`src/rtl/fwd_sel_ctrl_pkg.sv`:
```
// Shared operand-forwarding definitions: register address width and
// the 3-input operand mux select encodings used by ID.
package fwd_sel_ctrl_pkg;

  localparam int unsigned REG_AW = 5;

  typedef enum logic [1:0] {
    SEL_RF  = 2'b00,
    SEL_EX  = 2'b01,
    SEL_MEM = 2'b10
  } sel_e;

endpackage

```
`src/rtl/fwd_src_match.sv`:
```
// Per-source tag compare against the EX and MEM destination tags;
// produces the EX-hit flag and the operand mux select (EX beats MEM).
module fwd_src_match
  import fwd_sel_ctrl_pkg::*;
#(
  parameter int unsigned REG_AW = fwd_sel_ctrl_pkg::REG_AW
) (
  input  logic [REG_AW-1:0] src,
  input  logic              used,
  input  logic              ex_v,
  input  logic [REG_AW-1:0] ex_rd,
  input  logic              mem_v,
  input  logic [REG_AW-1:0] mem_rd,
  output logic              hit_ex,
  output logic [1:0]        sel
);

  logic src_nz;
  logic hit_mem;

  always_comb begin
    src_nz  = (src != '0);
    hit_ex  = used & ex_v  & (ex_rd  == src) & src_nz;
    hit_mem = used & mem_v & (mem_rd == src) & src_nz;
    if (hit_ex) begin
      sel = SEL_EX;
    end else if (hit_mem) begin
      sel = SEL_MEM;
    end else begin
      sel = SEL_RF;
    end
  end

endmodule

```
`src/rtl/fwd_sel_ctrl.sv`:
```
// Operand-forwarding controller: tracks EX/MEM destination tags, drives the
// ID operand mux selects, detects load-use hazards and counts stall cycles.
module fwd_sel_ctrl
  import fwd_sel_ctrl_pkg::*;
#(
  parameter int unsigned REG_AW = fwd_sel_ctrl_pkg::REG_AW,
  parameter int unsigned CNT_W  = 32
) (
  input  logic              clk,
  input  logic              rst,
  input  logic              id_valid,
  input  logic [REG_AW-1:0] id_rj,
  input  logic [REG_AW-1:0] id_rk,
  input  logic              id_rj_used,
  input  logic              id_rk_used,
  input  logic [REG_AW-1:0] id_rd,
  input  logic              id_wen,
  input  logic              id_is_load,
  input  logic              pipe_stall,
  input  logic              flush,
  output logic              id_ready,
  output logic [1:0]        sel_j,
  output logic [1:0]        sel_k,
  output logic [CNT_W-1:0]  stall_cnt
);

  logic              ex_v_q,  ex_v_d;
  logic [REG_AW-1:0] ex_rd_q, ex_rd_d;
  logic              ex_ld_q, ex_ld_d;
  logic              mem_v_q,  mem_v_d;
  logic [REG_AW-1:0] mem_rd_q, mem_rd_d;
  logic [CNT_W-1:0]  stall_cnt_q, stall_cnt_d;

  logic hit_ex_j, hit_ex_k;
  logic load_use, id_fire;

  fwd_src_match #(.REG_AW(REG_AW)) u_match_j (
    .src    (id_rj),
    .used   (id_rj_used),
    .ex_v   (ex_v_q),
    .ex_rd  (ex_rd_q),
    .mem_v  (mem_v_q),
    .mem_rd (mem_rd_q),
    .hit_ex (hit_ex_j),
    .sel    (sel_j)
  );

  fwd_src_match #(.REG_AW(REG_AW)) u_match_k (
    .src    (id_rk),
    .used   (id_rk_used),
    .ex_v   (ex_v_q),
    .ex_rd  (ex_rd_q),
    .mem_v  (mem_v_q),
    .mem_rd (mem_rd_q),
    .hit_ex (hit_ex_k),
    .sel    (sel_k)
  );

  always_comb begin
    load_use = id_valid & ex_ld_q & (hit_ex_j | hit_ex_k);
    id_ready = ~pipe_stall & ~load_use;
    id_fire  = id_valid & id_ready;

    ex_v_d      = ex_v_q;
    ex_rd_d     = ex_rd_q;
    ex_ld_d     = ex_ld_q;
    mem_v_d     = mem_v_q;
    mem_rd_d    = mem_rd_q;
    stall_cnt_d = stall_cnt_q;

    if (pipe_stall) begin
      // A kill still reaches EX while the rest of the pipe is frozen.
      if (flush) begin
        ex_v_d = 1'b0;
      end
    end else begin
      mem_v_d  = ex_v_q;
      mem_rd_d = ex_rd_q;
      if (id_fire & ~flush) begin
        ex_v_d  = id_wen & (id_rd != '0);
        ex_rd_d = id_rd;
        ex_ld_d = id_is_load;
      end else begin
        ex_v_d  = 1'b0;
        ex_rd_d = '0;
        ex_ld_d = 1'b0;
      end
      if (load_use & ~flush & (stall_cnt_q != '1)) begin
        stall_cnt_d = stall_cnt_q + CNT_W'(1);
      end
    end
  end

  always_ff @(posedge clk) begin
    if (rst) begin
      ex_v_q      <= 1'b0;
      ex_rd_q     <= '0;
      ex_ld_q     <= 1'b0;
      mem_v_q     <= 1'b0;
      mem_rd_q    <= '0;
      stall_cnt_q <= '0;
    end else begin
      ex_v_q      <= ex_v_d;
      ex_rd_q     <= ex_rd_d;
      ex_ld_q     <= ex_ld_d;
      mem_v_q     <= mem_v_d;
      mem_rd_q    <= mem_rd_d;
      stall_cnt_q <= stall_cnt_d;
    end
  end

  assign stall_cnt = stall_cnt_q;

endmodule

```
`config.mk`:
```
export PLATFORM = sky130hd
export DESIGN_NAME = fwd_sel_ctrl
export DESIGN_NICKNAME = d
export VERILOG_FILES = /design/src/rtl/fwd_sel_ctrl_pkg.sv /design/src/rtl/fwd_src_match.sv /design/src/rtl/fwd_sel_ctrl.sv
export SDC_FILE = /design/constraint.sdc
export NUM_CORES = 1
export LEC_CHECK = 0
export ABC_AREA = 1
export CAP_MARGIN = 15
export CORE_ASPECT_RATIO = 1.5
export CORE_MARGIN = 4
export CORE_UTILIZATION = 51
export DETAILED_ROUTE_END_ITERATION = 16
export GPL_ROUTABILITY_DRIVEN = 0
export GPL_TIMING_DRIVEN = 0
export PLACE_DENSITY = 0.81
export SLEW_MARGIN = 20
export SYNTH_ARGS = -nofsm -noshare
export SYNTH_HDL_FRONTEND = slang
export SYNTH_SLANG_ARGS = --single-unit
```
`constraint.sdc`:
```
create_clock -name clk -period 2.4 [get_ports clk]
set_input_delay 0.36 -clock clk [delete_from_list [all_inputs] [get_ports clk]]
set_output_delay 0.36 -clock clk [all_outputs]
set_load 0.02 [all_outputs]
```
* Yosys cells after proc, flatten, opt, wreduce, memory -nomap -nowiden
Cells that the tools add are included.
Widths: inputs -> output; s select.
** Word-level totals
- Word-level logic and storage cells :: 50
- Input port bits :: 24
- Output and inout bits :: 37
- Flip-flop bits (word level) :: 45
** Cells by class
- Mux-type cells :: 9
- $add $sub $neg :: 1
- Eq/ne operators :: 6
- Bitwise gates (word level) :: 24
- Reductions and logical operators :: 4
** Operators by type and width (number)
- $add 32x1->32 const B :: 1
- $ne 32x32->1 const B :: 1
- $and 1x1->1 :: 20
- $eq 5x5->1 :: 4
- $reduce_bool 5->1 :: 3
- $mux 2 :: 4
- $mux 5 :: 1
- $mux 1 :: 4
- $not 1->1 :: 3
- $ne 2x1->1 const B :: 1
- $reduce_and 2->1 :: 1
- $or 1x1->1 :: 1

* Longest topological paths before layout
- Word-level depth :: 11
- Depth in mapped cells :: 15

* Cells and area by module
Synthesis repeated with hierarchy kept, for this count alone.
** Second synthesis, totals
- Cell total of the unflattened synthesis :: 571
- Area, all modules :: 3294.4 um^2
** Modules (own cells, without submodules)
- fwd_sel_ctrl :: cells an instance 449, instances 1, area each 2748.9 um^2
- fwd_src_match :: cells an instance 61, instances 2, area each 272.8 um^2

* Least setup slack after synthesis
No wires, ideal clock.
- Path type :: input to output
- Start :: input port id_rk[3]
- End :: output port sel_k[1]
- Arrival time :: 1.865 ns
- Setup slack :: 0.175 ns
- Cell stages on the path :: 7
- Buffers on the path :: 0
- Data required time :: 2.040 ns
- Cells stage by stage :: inv_1 nand3_1 nor2_1 nor2_1 nand2_1 nand2_1 a2111oi_0
** Between the ends
- Word-level cells in the longest chain between the ends :: 5
- Elaborated cells on any way between the ends :: 9
- Those cells by class :: eq/ne (2); mux (2); bitwise (4); reduce/logical (1)
** Ends and longest elaborated chain
- start, declared :: RTL line fwd_sel_ctrl.sv:13 : input logic [REG_AW-1:0] id_rk,
- $eq 5x5->1 :: RTL line fwd_src_match.sv:24 : hit_mem = used & mem_v & (mem_rd == src) & src_nz;
- $and 1x1->1 (2 in series) :: RTL line fwd_src_match.sv:24
- $mux 2 :: RTL line fwd_src_match.sv:27 : end else if (hit_mem) begin
- $mux 2 (*) :: RTL line fwd_src_match.sv:25 : if (hit_ex) begin
- end, declared :: RTL line fwd_sel_ctrl.sv:23 : output logic [1:0] sel_k,
Mark *: on every way between the ends. The rest lies on a longest branch, timed or not.

* Worst setup path in the final report
- Start :: input port id_rj[4]
- End :: output port sel_j[1]
** Between the ends
- Word-level cells in the longest chain between the ends :: 5
- Elaborated cells on any way between the ends :: 9
- Those cells by class :: eq/ne (2); mux (2); bitwise (4); reduce/logical (1)
** Ends and longest elaborated chain
- start, declared :: RTL line fwd_sel_ctrl.sv:12 : input logic [REG_AW-1:0] id_rj,
- $eq 5x5->1 :: RTL line fwd_src_match.sv:24
- $and 1x1->1 (2 in series) :: RTL line fwd_src_match.sv:24
- $mux 2 :: RTL line fwd_src_match.sv:27
- $mux 2 (*) :: RTL line fwd_src_match.sv:25
- end, declared :: RTL line fwd_sel_ctrl.sv:22 : output logic [1:0] sel_j,
Marked as above.

==> flow_metrics.env <==
export IMPL_dieWidth_um=68.1
export IMPL_ys_types=36
export IMPL_ys_async_sr_fraction_pct=0
export IMPL_antenna_found_initial=0
export IMPL_rr_worst_depth=11
export IMPL_place_inst=546
export IMPL_area_growth_pct=27.6
export IMPL_antenna_left=0
export IMPL_yosysSeqAreaShare_pct=32.7
export IMPL_n_antenna_cell=0
export IMPL_syn_avg_cell_area_um2=6.58
export IMPL_drive_above_1_share_pct=12.1
export IMPL_grt_max_degree=15
export IMPL_p_leak_uw=0.00149
export IMPL_slew_headroom_pct=52.7
export IMPL_timing_rr_start="stall_cnt[1]"
export IMPL_post_route_period_util_pct=94.7
export IMPL_cp_arrival_ns=1.91
export IMPL_post_route_min_period_ns=2.27
export IMPL_maxCapViolations=0
export IMPL_powerDensity_nw_per_um2=398
export IMPL_synth_warnings=0
export IMPL_track_usage_pct=21.5
export IMPL_clockBufferDepth=2
export IMPL_hp_start="rst"
export IMPL_status="finished clean"
export IMPL_rows=32
export IMPL_grt_pass1_wl_um=11400
export IMPL_postPlaceCellArea_um2=3430
export IMPL_grt_ovfl_total=0
export IMPL_min_path_type="in2reg"
export IMPL_design_area_um2=3520
export IMPL_numCtsBuffers=5
export IMPL_start_util_pct=53.0
export IMPL_wl_um=6780
export IMPL_drtIter0Drc=184
export IMPL_end_kind="output port"
export IMPL_io_pins=61
export IMPL_setup_tns_ns=0
export IMPL_slew_violations=0
export IMPL_hold_viol=0
export IMPL_clk_pin_slew_ns=0.09
export IMPL_worstHoldPathCells=2
export IMPL_vias=2865
export IMPL_synth_seq_cells=45
export IMPL_drt_vias_per_instance=5.17
export IMPL_cp_required_ns=2.04
export IMPL_design_core_area_um2=5200
export IMPL_fillers=495
export IMPL_whs_ns=0.407
export IMPL_path_max_fanout=4
export IMPL_synth_flop_cell="dfxtp_1"
export IMPL_synthesis_area_um2=2760
export IMPL_r2r_setup_slack_ns=0.42
export IMPL_crit_type="in2out"
export IMPL_clock_sinks=45
export IMPL_grt_pass1_vias=2689
export IMPL_cts_tree="yes"
export IMPL_clock_latency_ns=0.31
export IMPL_first_pass_iters=4
export IMPL_synth_cells=419
export IMPL_tightest_slew_ns=0.708
export IMPL_syn_nets=444
export IMPL_fin_cells=554
export IMPL_portBuffers=59
export IMPL_critPathLaunchType="primary input"
export IMPL_fin_skew_ns=0.0127
export IMPL_dp_hpwl_um=5200
export IMPL_die_area_um2=6670
export IMPL_drc=0
export IMPL_die_h_um=98.1
export IMPL_rsz0062_at_grt="yes"
export IMPL_final_setup_viol_count=0
export IMPL_post_place_ws_ns=-0.291
export IMPL_cts_max_level=2
export IMPL_cts_root_buf="clkbuf_8"
export IMPL_ir_drop_uv=307
export IMPL_max_freq_mhz=440
export IMPL_synth_edf_count=0
export IMPL_timing_rr_end="stall_cnt[25]"
export IMPL_holdPathEnd="ex_rd_q[0]"
export IMPL_worst_slack_ns=0.128
export IMPL_nets=510
export IMPL_hold_buffers=0
export IMPL_avgRoutedWirePerCell_um=12.2
## power by group
part           total (uW)  internal, uW  switching, uW
logic                 136          63.5           72.2
registers             762           754           7.83
clock network         505           234            272
## through the flow
step | utilization [%] | power (uW)
global placement | 66.0 | 910
global route | 67.6 | 1450
finish | 67.6 | 1400
detailed placement | 66.0 | 913
floorplan | - | 847
CTS | 67.7 | 1410
## synthesized netlist by cell type, drive strengths merged, types with 2 or more instances
cell type / count / area share (%)
nand2: 113 / 16
nor2: 71 / 12
inv: 48 / 6.5
nand3: 46 / 11
dfxtp: 45 / 33
a21oi: 44 / 8.1
buf: 11 / 3.5
o21ai: 9 / 1.6
nor3: 8 / 1.6
nand4: 4 / 1.5
a2111oi: 3 / 0.95
clkbuf: 3 / 0.41
and3: 2 / 0.45
o22ai: 2 / 0.45
xnor2: 2 / 0.64
xor2: 2 / 0.64
## state kept, by name, summed over array words and instances (netlist names)
| name | flops |
|---|---|
| ex_ld_q | 1 |
| ex_rd_q | 5 |
| ex_v_q | 1 |
| mem_rd_q | 5 |
| mem_v_q | 1 |
| stall_cnt | 32 |
## layout by cell type, fill, tap and decap left out, drive strengths merged
cell type	netlist	layout
a2111oi	3	3
clkinv	0	2
a21oi	44	44
o2111ai	1	1
clkbuf	3	11
xnor2	2	2
inv	48	48
nor3	8	8
nand2	113	113
ha	1	1
nand3	46	46
o21ai	9	9
dlygate4sd2	0	2
and3	2	2
nor2	71	71
buf	11	12
dfxtp	45	45
clkdlybuf4s50	0	54
nand4	4	4
nand2b	1	1
nor3b	1	1
o22ai	2	2
xor2	2	2
nand3b	1	1
nor4	1	1
## critical path, stage by stage
cell and delay [ns]:
clkdlybuf4s50_1 0.53, inv_1 0.07, nand3_1 0.10, nor2_1 0.06
a2111oi_0 0.40, and3_1 0.23, clkbuf_2 0.17
## cells by family (layout without fill, tap and decap cells)
group	after synthesis	count (layout)	synth area share, %
and+or+nand+nor	248	248	43.7
buffers and inverters	62	129	10.5
AOI/OAI and AO/OA	59	59	11.5
DFF	45	45	32.7
xor gates and xnor gates	4	4	1.27
adders and majority gates	1	1	0.453
## metal layers
layer	GRT usage (%)	up-vias	routed length (um)
li1	-	1474	-
met1	25.0	1306	2860
met2	36.8	72	3520
met3	3.91	13	255
met4	9.65	0	141
met5	0	-	0
## repair_timing
item,4_1_cts,5_1_grt
gates resized for setup,6,9
setup endpoints to repair,5,3
setup buffers,0,0
## worst max path at each step
stage               cells after the start  startpoint  slack (ns)  endpoint
floorplan                               7    id_rk[3]        0.18  sel_k[1]
global placement                        9    id_rk[3]       -0.31  sel_k[1]
detailed placement                      9    id_rk[4]       -0.29  sel_k[1]
CTS                                     9    id_rk[4]        0.02  sel_k[1]
global route                           11    id_rk[1]       -0.01  sel_k[0]
finish                                  7    id_rj[4]        0.13  sel_j[1]
## final cells by class
cell class / count / area [um^2] / share of cell area, %
multi-input cells: 312 / 1580 / 44.8
flip-flops and latches: 45 / 901 / 25.6
plain buffers: 14 / 109 / 3.09
repair buffers: 59 / 573 / 16.3
well taps: 68 / 85.1 / 2.42
inverters: 48 / 180 / 5.12
clock buffers: 6 / 82.6 / 2.35
clock inverters: 2 / 13.8 / 0.391
(Power assumes the default switching activity.)
